**src/rtl/rtn_addr_stack.sv**
```systemverilog
// Return-address stack for the 8-bit CPU: call pushes, return pops, and the top
// of stack feeds the program counter combinationally from registered state.
module rtn_addr_stack #(
    parameter int unsigned DEPTH = 8,
    parameter int unsigned AW    = 8,
    parameter int unsigned CW    = 4
) (
    input  logic          clk,
    input  logic          reset,
    input  logic          push,
    input  logic          pop,
    input  logic [AW-1:0] push_addr,
    input  logic          clr_err,
    output logic [AW-1:0] return_addr,
    output logic          empty,
    output logic          full,
    output logic [CW-1:0] count,
    output logic          ovrflw,
    output logic          undrflw
);

    localparam int unsigned IW = (DEPTH > 1) ? $clog2(DEPTH) : 1;

    logic [AW-1:0] stack_q [DEPTH];
    logic [CW-1:0] count_q, count_d;
    logic          ovrflw_q, ovrflw_d;
    logic          undrflw_q, undrflw_d;
    logic          wr_en;
    logic [IW-1:0] wr_idx;
    logic [IW-1:0] top_idx;
    logic          is_empty, is_full;

    assign is_empty = (count_q == '0);
    assign is_full  = (count_q == CW'(DEPTH));
    assign top_idx  = IW'(count_q - CW'(1));

    // Next-state: write slot, occupancy and sticky error flags.
    always_comb begin
        count_d   = count_q;
        wr_en     = 1'b0;
        wr_idx    = IW'(count_q);
        ovrflw_d  = ovrflw_q & ~clr_err;
        undrflw_d = undrflw_q & ~clr_err;
        if (push && pop) begin
            wr_en = 1'b1;
            if (is_empty) begin
                // Return on an empty stack still records the new call.
                undrflw_d = 1'b1;
                wr_idx    = '0;
                count_d   = CW'(1);
            end else begin
                wr_idx = top_idx;
            end
        end else if (push) begin
            if (is_full) begin
                ovrflw_d = 1'b1;
            end else begin
                wr_en   = 1'b1;
                count_d = count_q + CW'(1);
            end
        end else if (pop) begin
            if (is_empty) begin
                undrflw_d = 1'b1;
            end else begin
                count_d = count_q - CW'(1);
            end
        end
    end

    always_ff @(posedge clk or negedge reset) begin
        if (!reset) begin
            count_q   <= '0;
            ovrflw_q  <= 1'b0;
            undrflw_q <= 1'b0;
        end else begin
            count_q   <= count_d;
            ovrflw_q  <= ovrflw_d;
            undrflw_q <= undrflw_d;
        end
    end

    // Entry storage is deliberately left uncleared by reset.
    always_ff @(posedge clk) begin
        if (wr_en) begin
            stack_q[wr_idx] <= push_addr;
        end
    end

    assign return_addr = is_empty ? '0 : stack_q[top_idx];
    assign empty       = is_empty;
    assign full        = is_full;
    assign count       = count_q;
    assign ovrflw      = ovrflw_q;
    assign undrflw     = undrflw_q;

endmodule

```
**config.mk**
```make
export PLATFORM = sky130hd
export DESIGN_NAME = rtn_addr_stack
export DESIGN_NICKNAME = d
export VERILOG_FILES = /design/src/rtl/rtn_addr_stack.sv
export SDC_FILE = /design/constraint.sdc
export NUM_CORES = 1
export LEC_CHECK = 0
export ABC_AREA = 1
export ABC_CLOCK_PERIOD_IN_PS = 2200
export CORE_MARGIN = 5
export CORE_UTILIZATION = 47
export CTS_CLUSTER_DIAMETER = 120
export DETAILED_ROUTE_END_ITERATION = 7
export HOLD_SLACK_MARGIN = 0.03
export PLACE_DENSITY = 0.66
export SETUP_SLACK_MARGIN = 0.4
export SYNTH_ARGS = -nofsm -noshare
export SYNTH_HDL_FRONTEND = slang
export SYNTH_SLANG_ARGS = --single-unit
```
**constraint.sdc**
```tcl
create_clock -name clk -period 2.2 [get_ports clk]
set_clock_uncertainty 0.05 [all_clocks]
set_input_delay 0.33 -clock clk [delete_from_list [all_inputs] [get_ports clk]]
set_output_delay 0.33 -clock clk [all_outputs]
set_load 0.005 [all_outputs]
```
# After elaboration in Yosys (flattened, before gate mapping)
# Memories as Yosys holds them, arrays and structs flattened.
# Cells that the tools add are included.
[op_classes]
n_reduce_logical = 4
n_addsub = 2
n_div = 0
bitwise = 3
n_lt_le_gt_ge = 0
n_shift = 0
muxes = 21
multipliers = 0
eq_ne = 4
[op_table]
columns = ["op", "count"]
rows = [
  ["2-to-1 mux 4 bit", 6],
  ["2-to-1 mux 1 bit", 12],
  ["2-to-1 mux 8 bit", 1],
  ["2-to-1 mux 3 bit", 2],
  ["!= test 3 x 2 -> 1 bit (second input constant)", 2],
  ["adder 4 x 1 -> 4 bit (second input constant)", 1],
  ["== test 4 bit (second input constant)", 1],
  ["logical NOT 4 bit", 1],
  ["AND reduction 4 bit", 1],
  ["subtractor 4 x 1 -> 4 bit (second input constant)", 1],
  ["nonzero test 3 bit", 1],
  ["AND 1 bit", 2],
  ["!= test 2 bit (second input constant)", 1],
  ["logical AND 1 bit", 1],
  ["NOT 1 bit", 1],
]
[word_totals]
ramBits = 64
wordCells = 38
ff_bits = 6
mem_bits_ro = 0
out_inout_bits = 16
latchBits = 0
memories = 1
[mem_list]
columns = ["name", "depth", "width", "read_ports", "rd_clocked_by_memory_dff", "write_ports", "line_no", "source"]
rows = [
  ["stack_q", 8, 8, 1, 0, 1, "24", "logic [AW-1:0] stack_q [DEPTH];"],
]

# Depth between registers and ports, before layout
[logic_depth]
depth_word = 6
ltp_mapped = 12
mapped_depth_nobuf = 10

# Least setup slack after synthesis
# OpenSTA, ideal clock, no wires.
[synth_path]
kind = "reg-to-reg"
from = "reg count_q[0] (netlist: count[0])"
to = "mem stack_q[0][0] (enable)"
t_required_ns = 1.780
setup_ns = 0.370
arrival_ns = 1.812
stages_incl_launch_ff = 9
n_path_buf = 2
path_slack_ns = -0.032
cell_sequence = "dfrtp_1 > buf_4 > inv_2 > buf_4 > ha_1 > nand3_4 > nand3_1 > nand3_1 > nor2_1"
[synth_between]
elab_chain_cells = 6
elab_cells_between_ends = 10
classes_between = "1 x add/sub; 1 x eq/ne; 7 x mux; 1 x reduce/logical"
[synth_lines]
columns = ["element", "line_no", "source"]
rows = [
  ["from (decl)", "25", "logic [CW-1:0] count_q, count_d;"],
  ["from (signal assigned)", "76", "count_q <= count_d;"],
  ["== test 4 bit", "34", "assign is_full = (count_q == CW'(DEPTH));"],
  ["2-to-1 mux 1 bit", "55", "if (is_full) begin"],
  ["2-to-1 mux 1 bit", "54", "end else if (push) begin"],
  ["2-to-1 mux 1 bit", "44", "if (push && pop) begin"],
  ["2-to-1 mux 1 bit", "84", "if (wr_en) begin"],
  ["2-to-1 mux 1 bit (implied by the code)", "85", "stack_q[wr_idx] <= push_addr;"],
  ["to (decl)", "24", ""],
]
# Parallel ways exist; a longest one is shown, timed or not.

# Final worst setup path
[layout_path]
from = "reg count_q[1] (netlist: count[1])"
to = "out return_addr[0]"
[layout_between]
elab_chain_cells = 3
elab_cells_between_ends = 4
classes_between = "1 x add/sub; 1 x mux; 1 x reduce/logical; 1 x memory"
[layout_lines]
columns = ["element", "line_no", "source"]
rows = [
  ["subtractor 4 x 1 -> 4 bit", "-", ""],
  ["memory (8 x 8 bit)", "-", ""],
  ["2-to-1 mux 8 bit (*)", "89", "assign return_addr = is_empty ? '0 : stack_q[top_idx];"],
  ["to (decl)", "14", "output logic [AW-1:0] return_addr,"],
]
# Every way passes the cells marked *; elsewhere a longest branch is shown, timed or not.

==> impl_metrics.env <==
export IMPL_yosys_top_cells_count="99 x nand2_1, 64 x edfxtp_1, 53 x nor2_1"
export IMPL_rsz0062_at_grt="true"
export IMPL_clock_path_buffers=2
export IMPL_cts_tree="yes"
export IMPL_rr_worst_depth=13
export IMPL_overflow=0
export IMPL_synth_edf_count=64
export IMPL_cp_start_kind="flip-flop"
export IMPL_p_total_mw=7.20
export IMPL_syn_to_final_growth_pct=40.7
export IMPL_io_buffers=28
export IMPL_criticalPathCategory="reg2out"
export IMPL_final_setup_tns_ns=-0.00163
export IMPL_synth_area_top_cells="edfxtp_1 60%, nand2_1 12%, nor2_1 6.2%"
export IMPL_root_buffer="clkbuf_8"
export IMPL_drc=0
export IMPL_setup_slack_ns=-0.00163
export IMPL_cp_endpoint="return_addr[0]"
export IMPL_hold_path_class="in2async"
export IMPL_io_pins=29
export IMPL_syn_area_per_cell_um2=9.79
export IMPL_ys_flop_type="edfxtp_1"
export IMPL_async_reset_ff_frac=0.0857
export IMPL_via_count=2617
export IMPL_grt_max_degree=20
export IMPL_syn_num_nets=345
export IMPL_p_leak_nw=1.94
export IMPL_ys_seq_area_frac=0.644
export IMPL_cts_sinks=70
export IMPL_drt_iter0_drc=158
export IMPL_synthDistinctLibCells=19
export IMPL_fillers=483
export IMPL_nets=422
export IMPL_die_y_um=92.8
export IMPL_period_share=1.00
export IMPL_rr_startpoint="count[1]"
export IMPL_ff2ff_setup_slack_ns=0.21
export IMPL_post_drt_wl_per_cell_um=17.5
export IMPL_n_antenna_cell=0
export IMPL_grt_usage=0.208
export IMPL_die_x_um=92.8
export IMPL_place_ws_ns=-0.0900
export IMPL_dp_hpwl_mm=4.76
export IMPL_maxCapViolCount=0
export IMPL_cp_end_kind="primary output"
export IMPL_reg2reg_to="stack_q[2][3]"
export IMPL_grt_pass1_vias=2551
export IMPL_drt_wl_total_mm=8.59
export IMPL_cts_buffers=9
export IMPL_antenna_found_initial=0
export IMPL_fmax_ghz=0.454
export IMPL_ctsHoldBuffers=0
export IMPL_status="finished, violations left"
export IMPL_path_clk_slew_ns=0.08
export IMPL_crit_path_start="count[1]"
export IMPL_slew_violations=0
export IMPL_crit_required_ns=1.82
export IMPL_tightest_slew_ns=0.342
export IMPL_grt_pass1_wl_mm=13.3
export IMPL_worst_path_max_fanout=7
export IMPL_violations="setup timing"
export IMPL_dieArea_mm2=0.00860
export IMPL_cp_data_arrival_time_ns=1.82
export IMPL_core_mm2=0.00672
export IMPL_initial_core_util=0.479
export IMPL_synth_largest_area_cell="edfxtp_1"
export IMPL_drive_gt1_frac=0.314
export IMPL_max_vdd_ir_drop_mv=0.789
export IMPL_yosysTopAreaCellShare=0.597
export IMPL_ys_warn_count=0
export IMPL_firstDrtPassIters=4
export IMPL_fin_util=0.674
export IMPL_rows=30
export IMPL_synthCells=329
export IMPL_p_per_area_mw_per_mm2=1590
export IMPL_antenna_left=0
export IMPL_synth_seq_cells=70
export IMPL_yosysMostFrequentCell="nand2_1"
export IMPL_routed_via_density=5.33
export IMPL_dp_cells=448
export IMPL_setup_viol=1
export IMPL_hold_violations=0
export IMPL_max_slew_margin_rel=0.772
export IMPL_gp_congestion=0.853
export IMPL_synthesis_area_mm2=0.00322
export IMPL_place_area_mm2=0.00388
export IMPL_insertion_delay_ns=0.35
export IMPL_htree_levels=3
export IMPL_post_route_min_period_ns=2.20
export IMPL_stdcell_area_mm2=0.00453
export IMPL_worst_hold_slack_ns=0.196
export IMPL_fin_cells=491
worst max-delay path, stage by stage, from the launching register on:
cell and delay, ns:
dfrtp_1 0.40, inv_2 0.11, ha_4 0.23, buf_12 0.15, inv_12 0.07, buf_8 0.10, o21ai_2 0.05, nor2_1 0.08
nor2_1 0.04, nor2_1 0.11, buf_2 0.13
metal layers:
| layer | track usage | up-vias | routed length (µm) |
|---|---|---|---|
| met5 | 0 | - | 0 |
| met4 | 0.0794 | 0 | 229 |
| met3 | 0.0487 | 21 | 506 |
| met2 | 0.356 | 96 | 4330 |
| met1 | 0.255 | 1266 | 3520 |
| li1 | - | 1234 | - |
cell usage in the layout (no fill, tap or decap), drive strengths merged:
master	n
dlymetal6s2s	1
clkbuf	11
inv	33
dfrtp	6
nand4	1
clkdlybuf4s50	17
nor2	53
ha	3
a22o	1
clkinv	4
buf	56
edfxtp	64
nand2	104
o21ai	26
clkdlybuf4s15	1
bufinv	2
clkinvlp	1
nand3	27
power breakdown:
group,switching [mW],internal [mW]
logic,2.32,1.97
clock network,0.495,0.637
registers,0.0829,1.69
timing repair:
action                     CTS  global route
resized for setup           78            28
gates cloned                 2             1
pin swaps                   27            18
setup buffers               20             4
setup endpoints to repair   75            76
cell type report:
cell class / count / area, µm² / share of cell area
Sequential cell: 70 / 2070 / 0.458
Multi-Input combinational cell: 215 / 1170 / 0.258
Timing Repair Buffer: 76 / 815 / 0.180
Inverter: 33 / 145 / 0.0321
Clock buffer: 10 / 128 / 0.0282
Tap cell: 80 / 100 / 0.0221
Clock inverter: 6 / 86.3 / 0.0191
Timing Repair inverter: 1 / 11.3 / 0.00249
flip-flops by register name, indices dropped and copies added (netlist names):
register  cells
stack_q      64
count         4
ovrflw        1
undrflw       1
worst min-delay path by stage:
stage | from | end | slack, ns | cells past startpoint
after floorplan | reset | count[0] | -0.02 | 0
after global placement | undrflw | undrflw | 0.41 | 2
after detailed placement | undrflw | undrflw | 0.43 | 2
after CTS | reset | ovrflw | 0.19 | 1
after global routing | reset | count[3] | 0.18 | 1
final | reset | count[3] | 0.20 | 1
logic make-up after synthesis:
logic type,count (synthesis),share of synthesized area
and+or+nand+nor,185,0.238
DFF,70,0.644
buffers and inverters,44,0.0637
AOI/OAI and AO/OA,27,0.0431
adders and majority gates,3,0.0117
(Power assumes the default switching activity.)
